File: src/rtl/y86_fetch_unit.sv
// -----------------------------------------------------------------------------
// y86_fetch_unit
//
// Multi-cycle Y86-32 fetch stage. It reads one byte per memory handshake at
// the current PC, assembles 1/2/5/6-byte instructions and hands the decoded
// fields to the decode stage.
//
// Handshakes:
//   Memory side: once mem_req rises it stays high with mem_addr stable until
//   a cycle with mem_req && mem_ack. The byte on mem_rdata is captured on that
//   edge. mem_ack may be high in the same cycle mem_req rises.
//   Downstream side: ins_valid stays high with every field stable until a
//   cycle with ins_valid && ins_ready; the instruction is consumed on that
//   edge. A pc_load in that same cycle wins and the instruction is dropped.
//
// Ports:
//   CLK, RST_N          clock (rising edge), asynchronous active-low reset
//   pc_load, pc_new     PC redirect strobe and target (highest priority)
//   mem_req, mem_addr   byte read request / address (pc + byte index)
//   mem_rdata, mem_ack  returned byte / byte valid
//   ins_valid, ins_ready  downstream handshake
//   icode, ifun, rA, rB decoded fields (rA/rB read 4'hF when absent)
//   valC, valP, pc_out  little-endian constant, next sequential PC, this PC
//   instr_err           icode C..F presented with ins_valid
//   imem_error          memory timeout (sticky until reset or pc_load)
//   fsm_state           current FSM state, for debug and checkers
//
// Build option:
//   FETCH_TIMEOUT_EN    when defined, a request left unacknowledged for
//                       TIMEOUT_CYC cycles raises imem_error, drops mem_req
//                       and parks the unit in HALT. When undefined the unit
//                       waits indefinitely and imem_error stays 0.
// -----------------------------------------------------------------------------
module y86_fetch_unit #(
    parameter int                     DATA_WID    = 32,
    parameter int                     ADDR_WID    = 4,
    parameter logic [DATA_WID-1:0]    RESET_PC    = '0,
    parameter int                     TIMEOUT_CYC = 16
) (
    input  logic                CLK,
    input  logic                RST_N,
    input  logic                pc_load,
    input  logic [DATA_WID-1:0] pc_new,
    output logic                mem_req,
    output logic [DATA_WID-1:0] mem_addr,
    input  logic [7:0]          mem_rdata,
    input  logic                mem_ack,
    output logic                ins_valid,
    input  logic                ins_ready,
    output logic [ADDR_WID-1:0] icode,
    output logic [ADDR_WID-1:0] ifun,
    output logic [ADDR_WID-1:0] rA,
    output logic [ADDR_WID-1:0] rB,
    output logic [DATA_WID-1:0] valC,
    output logic [DATA_WID-1:0] valP,
    output logic [DATA_WID-1:0] pc_out,
    output logic                instr_err,
    output logic                imem_error,
    output logic [2:0]          fsm_state
);

    typedef enum logic [2:0] {
        FETCH_OP  = 3'd0,
        FETCH_REG = 3'd1,
        FETCH_C   = 3'd2,
        HOLD      = 3'd3,
        HALT      = 3'd4
    } state_t;

    state_t              state;
    logic [DATA_WID-1:0] pc;
    logic [1:0]          cnt;      // valC byte index inside FETCH_C
    logic                flush;    // drop the byte of a request orphaned by pc_load
    logic                take;     // a byte is delivered this cycle
    logic                tmo_fire;
    logic [3:0]          byte_hi;
    logic [3:0]          byte_lo;

    assign take      = mem_req && mem_ack;
    assign byte_hi   = mem_rdata[7:4];
    assign byte_lo   = mem_rdata[3:0];
    assign fsm_state = state;

    // Instruction length in bytes; invalid codes C..F count as one byte.
    function automatic logic [2:0] ins_len(input logic [3:0] ic);
        case (ic)
            4'h2, 4'h6, 4'hA, 4'hB: ins_len = 3'd2;
            4'h7, 4'h8:             ins_len = 3'd5;
            4'h3, 4'h4, 4'h5:       ins_len = 3'd6;
            default:                ins_len = 3'd1;
        endcase
    endfunction

    function automatic logic has_reg(input logic [3:0] ic);
        case (ic)
            4'h2, 4'h3, 4'h4, 4'h5, 4'h6, 4'hA, 4'hB: has_reg = 1'b1;
            default:                                  has_reg = 1'b0;
        endcase
    endfunction

    function automatic logic has_c(input logic [3:0] ic);
        case (ic)
            4'h3, 4'h4, 4'h5, 4'h7, 4'h8: has_c = 1'b1;
            default:                      has_c = 1'b0;
        endcase
    endfunction

`ifdef FETCH_TIMEOUT_EN
    localparam int TMO_W = $clog2(TIMEOUT_CYC + 1);
    logic [TMO_W-1:0] tmo_cnt;

    // Counts consecutive cycles of an unanswered request. Cleared when it
    // fires so a request kept alive by a simultaneous pc_load starts afresh.
    always_ff @(posedge CLK or negedge RST_N) begin
        if (!RST_N) begin
            tmo_cnt <= '0;
        end else if (mem_req && !mem_ack && !tmo_fire) begin
            tmo_cnt <= tmo_cnt + 1'b1;
        end else begin
            tmo_cnt <= '0;
        end
    end

    assign tmo_fire = mem_req && !mem_ack && (tmo_cnt >= TMO_W'(TIMEOUT_CYC - 1));
`else
    assign tmo_fire = 1'b0;
`endif

    always_ff @(posedge CLK or negedge RST_N) begin
        if (!RST_N) begin
            state      <= FETCH_OP;
            pc         <= RESET_PC;
            cnt        <= 2'd0;
            flush      <= 1'b0;
            mem_req    <= 1'b0;
            mem_addr   <= '0;
            ins_valid  <= 1'b0;
            icode      <= '0;
            ifun       <= '0;
            rA         <= '0;
            rB         <= '0;
            valC       <= '0;
            valP       <= '0;
            pc_out     <= '0;
            instr_err  <= 1'b0;
            imem_error <= 1'b0;
        end else if (pc_load) begin
            pc         <= pc_new;
            state      <= FETCH_OP;
            cnt        <= 2'd0;
            ins_valid  <= 1'b0;
            instr_err  <= 1'b0;
            imem_error <= 1'b0;
            if (mem_req && !mem_ack) begin
                // The memory still owes a byte: keep the request alive on the
                // old address and throw the byte away when it arrives.
                flush <= 1'b1;
            end else begin
                flush    <= 1'b0;
                mem_req  <= 1'b1;
                mem_addr <= pc_new;
            end
        end else if (tmo_fire) begin
            imem_error <= 1'b1;
            mem_req    <= 1'b0;
            flush      <= 1'b0;
            state      <= HALT;
        end else if (flush) begin
            if (take) begin
                flush    <= 1'b0;
                mem_addr <= pc;
            end
        end else begin
            case (state)
                FETCH_OP: begin
                    if (!mem_req) begin
                        // First cycle after reset: open the request.
                        mem_req  <= 1'b1;
                        mem_addr <= pc;
                    end else if (take) begin
                        icode     <= byte_hi;
                        ifun      <= byte_lo;
                        rA        <= '1;
                        rB        <= '1;
                        valC      <= '0;
                        pc_out    <= pc;
                        valP      <= pc + DATA_WID'(ins_len(byte_hi));
                        instr_err <= (byte_hi >= 4'hC);
                        if (has_reg(byte_hi)) begin
                            state    <= FETCH_REG;
                            mem_addr <= mem_addr + 1'b1;
                        end else if (has_c(byte_hi)) begin
                            state    <= FETCH_C;
                            cnt      <= 2'd0;
                            mem_addr <= mem_addr + 1'b1;
                        end else begin
                            state     <= HOLD;
                            mem_req   <= 1'b0;
                            ins_valid <= 1'b1;
                        end
                    end
                end

                FETCH_REG: begin
                    if (take) begin
                        rA <= byte_hi;
                        rB <= byte_lo;
                        if (has_c(icode)) begin
                            state    <= FETCH_C;
                            cnt      <= 2'd0;
                            mem_addr <= mem_addr + 1'b1;
                        end else begin
                            state     <= HOLD;
                            mem_req   <= 1'b0;
                            ins_valid <= 1'b1;
                        end
                    end
                end

                FETCH_C: begin
                    if (take) begin
                        valC[{cnt, 3'b000} +: 8] <= mem_rdata;
                        cnt <= cnt + 2'd1;   // wraps 3 -> 0 on the last byte
                        if (cnt == 2'd3) begin
                            state     <= HOLD;
                            mem_req   <= 1'b0;
                            ins_valid <= 1'b1;
                        end else begin
                            mem_addr <= mem_addr + 1'b1;
                        end
                    end
                end

                HOLD: begin
                    if (ins_ready) begin
                        ins_valid <= 1'b0;
                        pc        <= valP;
                        if (icode == 4'h0 || instr_err) begin
                            state <= HALT;
                        end else begin
                            state    <= FETCH_OP;
                            mem_req  <= 1'b1;
                            mem_addr <= valP;
                        end
                    end
                end

                HALT: begin
                    // Idle until a redirect.
                end

                default: begin
                    state   <= HALT;
                    mem_req <= 1'b0;
                end
            endcase
        end
    end

endmodule

File: config.mk
export PLATFORM = sky130hd
export DESIGN_NAME = y86_fetch_unit
export DESIGN_NICKNAME = d
export VERILOG_FILES = /design/src/rtl/y86_fetch_unit.sv
export SDC_FILE = /design/constraint.sdc
export NUM_CORES = 1
export LEC_CHECK = 0
export CAP_MARGIN = 40
export CORE_MARGIN = 5
export CORE_UTILIZATION = 45
export DETAILED_ROUTE_END_ITERATION = 8
export PLACE_DENSITY = 0.71
export SETUP_SLACK_MARGIN = 0.02
export SLEW_MARGIN = 25
export SYNTH_ARGS = -nofsm -noshare
export SYNTH_HDL_FRONTEND = slang
export SYNTH_SLANG_ARGS = --single-unit
File: constraint.sdc
create_clock -name CLK -period 6.78 [get_ports CLK]
set_input_delay 1.356 -clock CLK [delete_from_list [all_inputs] [get_ports CLK]]
set_output_delay 1.356 -clock CLK [all_outputs]
set_load 0.02 [all_outputs]
==> impl_metrics.ini <==
[worst_setup_path]
crit_type = input port to flip-flop
cp_slowest_stage_delay_ns = 0.72
path_delay_family = compound AO/OA/AOI/OAI gates
ff2ff_path_depth = 4
r2r-start = fsm_state[1]
critical_path.slowest_cell = clkdlybuf4s50_1
cp_cell_sequence = clkdlybuf4s50_1 > a21oi_1 > mux2i_1 > inv_1 > ha_1 > a21o_1 > a32oi_1 > nor4_1 > nand3_1 > xor2_1 > o21ai_0
end_kind = flip-flop
crit_buf_inv = 2
arrival_ns = 4.55
startpoint_type = input port
rrSetupSlack_ns = 3.86
r2r-end = pc_out[0]
critPathMaxFanout = 12
worstPathRequired_ns = 7.07

[timing]
setup_tns_ns = 0
fmax_ghz = 0.2348
tightestPinTransition_ns = 0.8582
hold_ws_ns = 0.4829
hold_violations = 0
fin_ws_ns = 2.521
maxSlewHeadroom_pct = 42.18
post-route-min-period_ns = 4.259
rsz0062_at_grt = false
skew_ns = 0.01357
period_share_pct = 62.82
setup_viol = 0
maxSlewViolCount = 0

[min_path]
worstHoldPathCells = 2
hp-start = rB[3]
min_path_type = flip-flop to flip-flop
hold_end = rB[3]

[detailed_routing]
drc = 0
ant_nets = 0
avgRoutedWirePerCell_um = 20.29
routed_wl_um = 29430
firstDrtPassIters = 8
route.vias.total = 8535
routed_via_density = 5.886
drt_iter0_markers = 652

[place]
dp_hpwl_um = 20600
place_congestion = 0.8623
placed_cell_area_mm2 = 0.01181
dp_slack_ns = 1.833
numPortBuffers = 194

[clocking]
clk_pin_slew_ns = 0.07
cts_resized = 0
worstSkewPairLatency_ns = 0.44
cts_made_buffers = 17
holdBufCountCts = 0
postCtsSetupBuffers = 0
clock_path_buffers = 2
htreeDepth = 4
cts_tree = yes
clock_sinks = 185
cts_root_buf = clkbuf_16

[status]
status = complete, no violations

[floorplan]
die_y_um = 156.1
dieArea_mm2 = 0.02438
rows = 53
io_pins = 196
die_w_um = 156.1
start_util_pct = 45.71
core-area_mm2 = 0.02102

[pwr]
seq_power_share_pct = 36.6
power_frac_comb_pct = 44.8
clock_power_share_pct = 18.6
power_mw = 5.433
switchingPower_mw = 2.307
p_sw_share_pct = 42.45
powerDensity_mw_per_mm2 = 438.2
power.leakage_nw = 5.152
p_int_mw = 3.127
peakVddDrop_uv = 228.6

[logic_synthesis]
synthTopCellsByCount = dfrtp_1, o21ai_0, nand2_1
synth_async_sr_flop_share_pct = 100.0
avgSynthCellArea_um2 = 9.648
ys_ff_latch = 185
synth_top_area_share_pct = 48.18
syn-cell-area_mm2 = 0.009609
yosysSeqAreaShare_pct = 48.18
ys.flop_type = dfrtp_1
yosys_warnings = 0
synthDistinctLibCells = 71
syn_nets = 1050
synth_edf_count = 0
synthTopCellsByArea = dfrtp_1, o21ai_0, nand2_1
synth_top_area_cell = dfrtp_1
netlist_instances = 996
yosysMostFrequentCell = dfrtp_1

[cells_and_area]
multi_input_area_mm2 = 0.004651
num-nets-final = 1216
n_fill_cell = 1772
final_area_mm2 = 0.01240
drive_gt1_share_pct = 9.021
insertedDiodeCount = 0
area.growth.synth_to_final_pct = 29.04
ff_latch_area_mm2 = 0.004629

[grt]
grt_remaining_overflow = 0
grt_pass1_wl_um = 46980
grt_use_total_pct = 24.15
grt_antenna_before_repair = 0
grt_pass1_vias = 8350
grt_max_degree = 67

[flow_run]
drv_cap = 0
[worst max path at each step]
stage | start | endpoint | slack [ns] | cells after the start
floorplan | mem_rdata[4] | valP[26] | 2.98 | 12
global placement | mem_rdata[6] | valP[26] | 1.98 | 11
detailed placement | mem_rdata[5] | valP[26] | 1.83 | 12
CTS | mem_rdata[5] | valP[26] | 2.26 | 12
global route | mem_rdata[5] | valP[15] | 2.26 | 11
finish | mem_rdata[5] | valP[29] | 2.52 | 11
[worst min-delay path: stages, from the launching register on]
cell and delay (ns):
dfrtp_1 0.35, nand2_1 0.05, o21ai_0 0.06
[cell families after synthesis]
| family | share of synthesized area [%] |
|---|---|
| AOI/OAI and AO/OA | 22.20 |
| xor gates and xnor gates | 3.281 |
| adders and majority gates | 1.250 |
| buffers and inverters | 3.724 |
| DFF | 48.18 |
| muxes | 7.461 |
| other | 0.03903 |
| and+or+nand+nor | 13.87 |
[layer usage]
layer	track usage [%]	wire length [µm]
met1	33.92	12960
met2	37.34	13430
met3	5.631	2434
met4	7.562	600
met5	0	0
[power by group through the flow]
stage               Combinational [mW]  Sequential [mW]  Clock [mW]
floorplan                         1.03             2.24           0
global placement                  2.37             1.98           0
detailed placement                2.43             1.99           0
CTS                               2.44             1.98        1.02
global route                      2.63             2.05        1.07
finish                            2.43             1.99        1.01
[final cells by class]
class	instances	area share (%)
flip-flops and latches	185	37.34
inverters	20	0.6054
clock buffers	17	3.431
repair buffers	213	17.06
well taps	275	2.775
multi-input cells	725	37.51
clock inverters	15	1.282
[metrics by stage]
stage               instances  utilization, %
global placement         1411           55.80
floorplan                 996               -
detailed placement       1416           56.16
global route             1450           58.98
CTS                      1448           58.94
finish                   1450           58.98
[sequential cells by signal, summed over array words and instances, names as in the netlist, 3 cells and up]
name and flops:
ifun 4, valC 32, pc_out 32, valP 32, rB 4, icode 4, fsm_state 3, pc 32
mem_addr 32, rA 4
[layout by cell type (no fill, tap or decap), drive strengths merged, types with 17 or more instances in the layout]
master,instances
a22oi,23
clkdlybuf4s50,192
a22o,33
buf,19
a31oi,19
nand2,124
mux2i,30
mux2,37
a21oi,29
xnor2,19
clkbuf,19
inv,27
o21ai,154
xor2,17
nor2,50
dfrtp,185
nand3,24
Note: power is estimated with default switching activity, not from simulation.
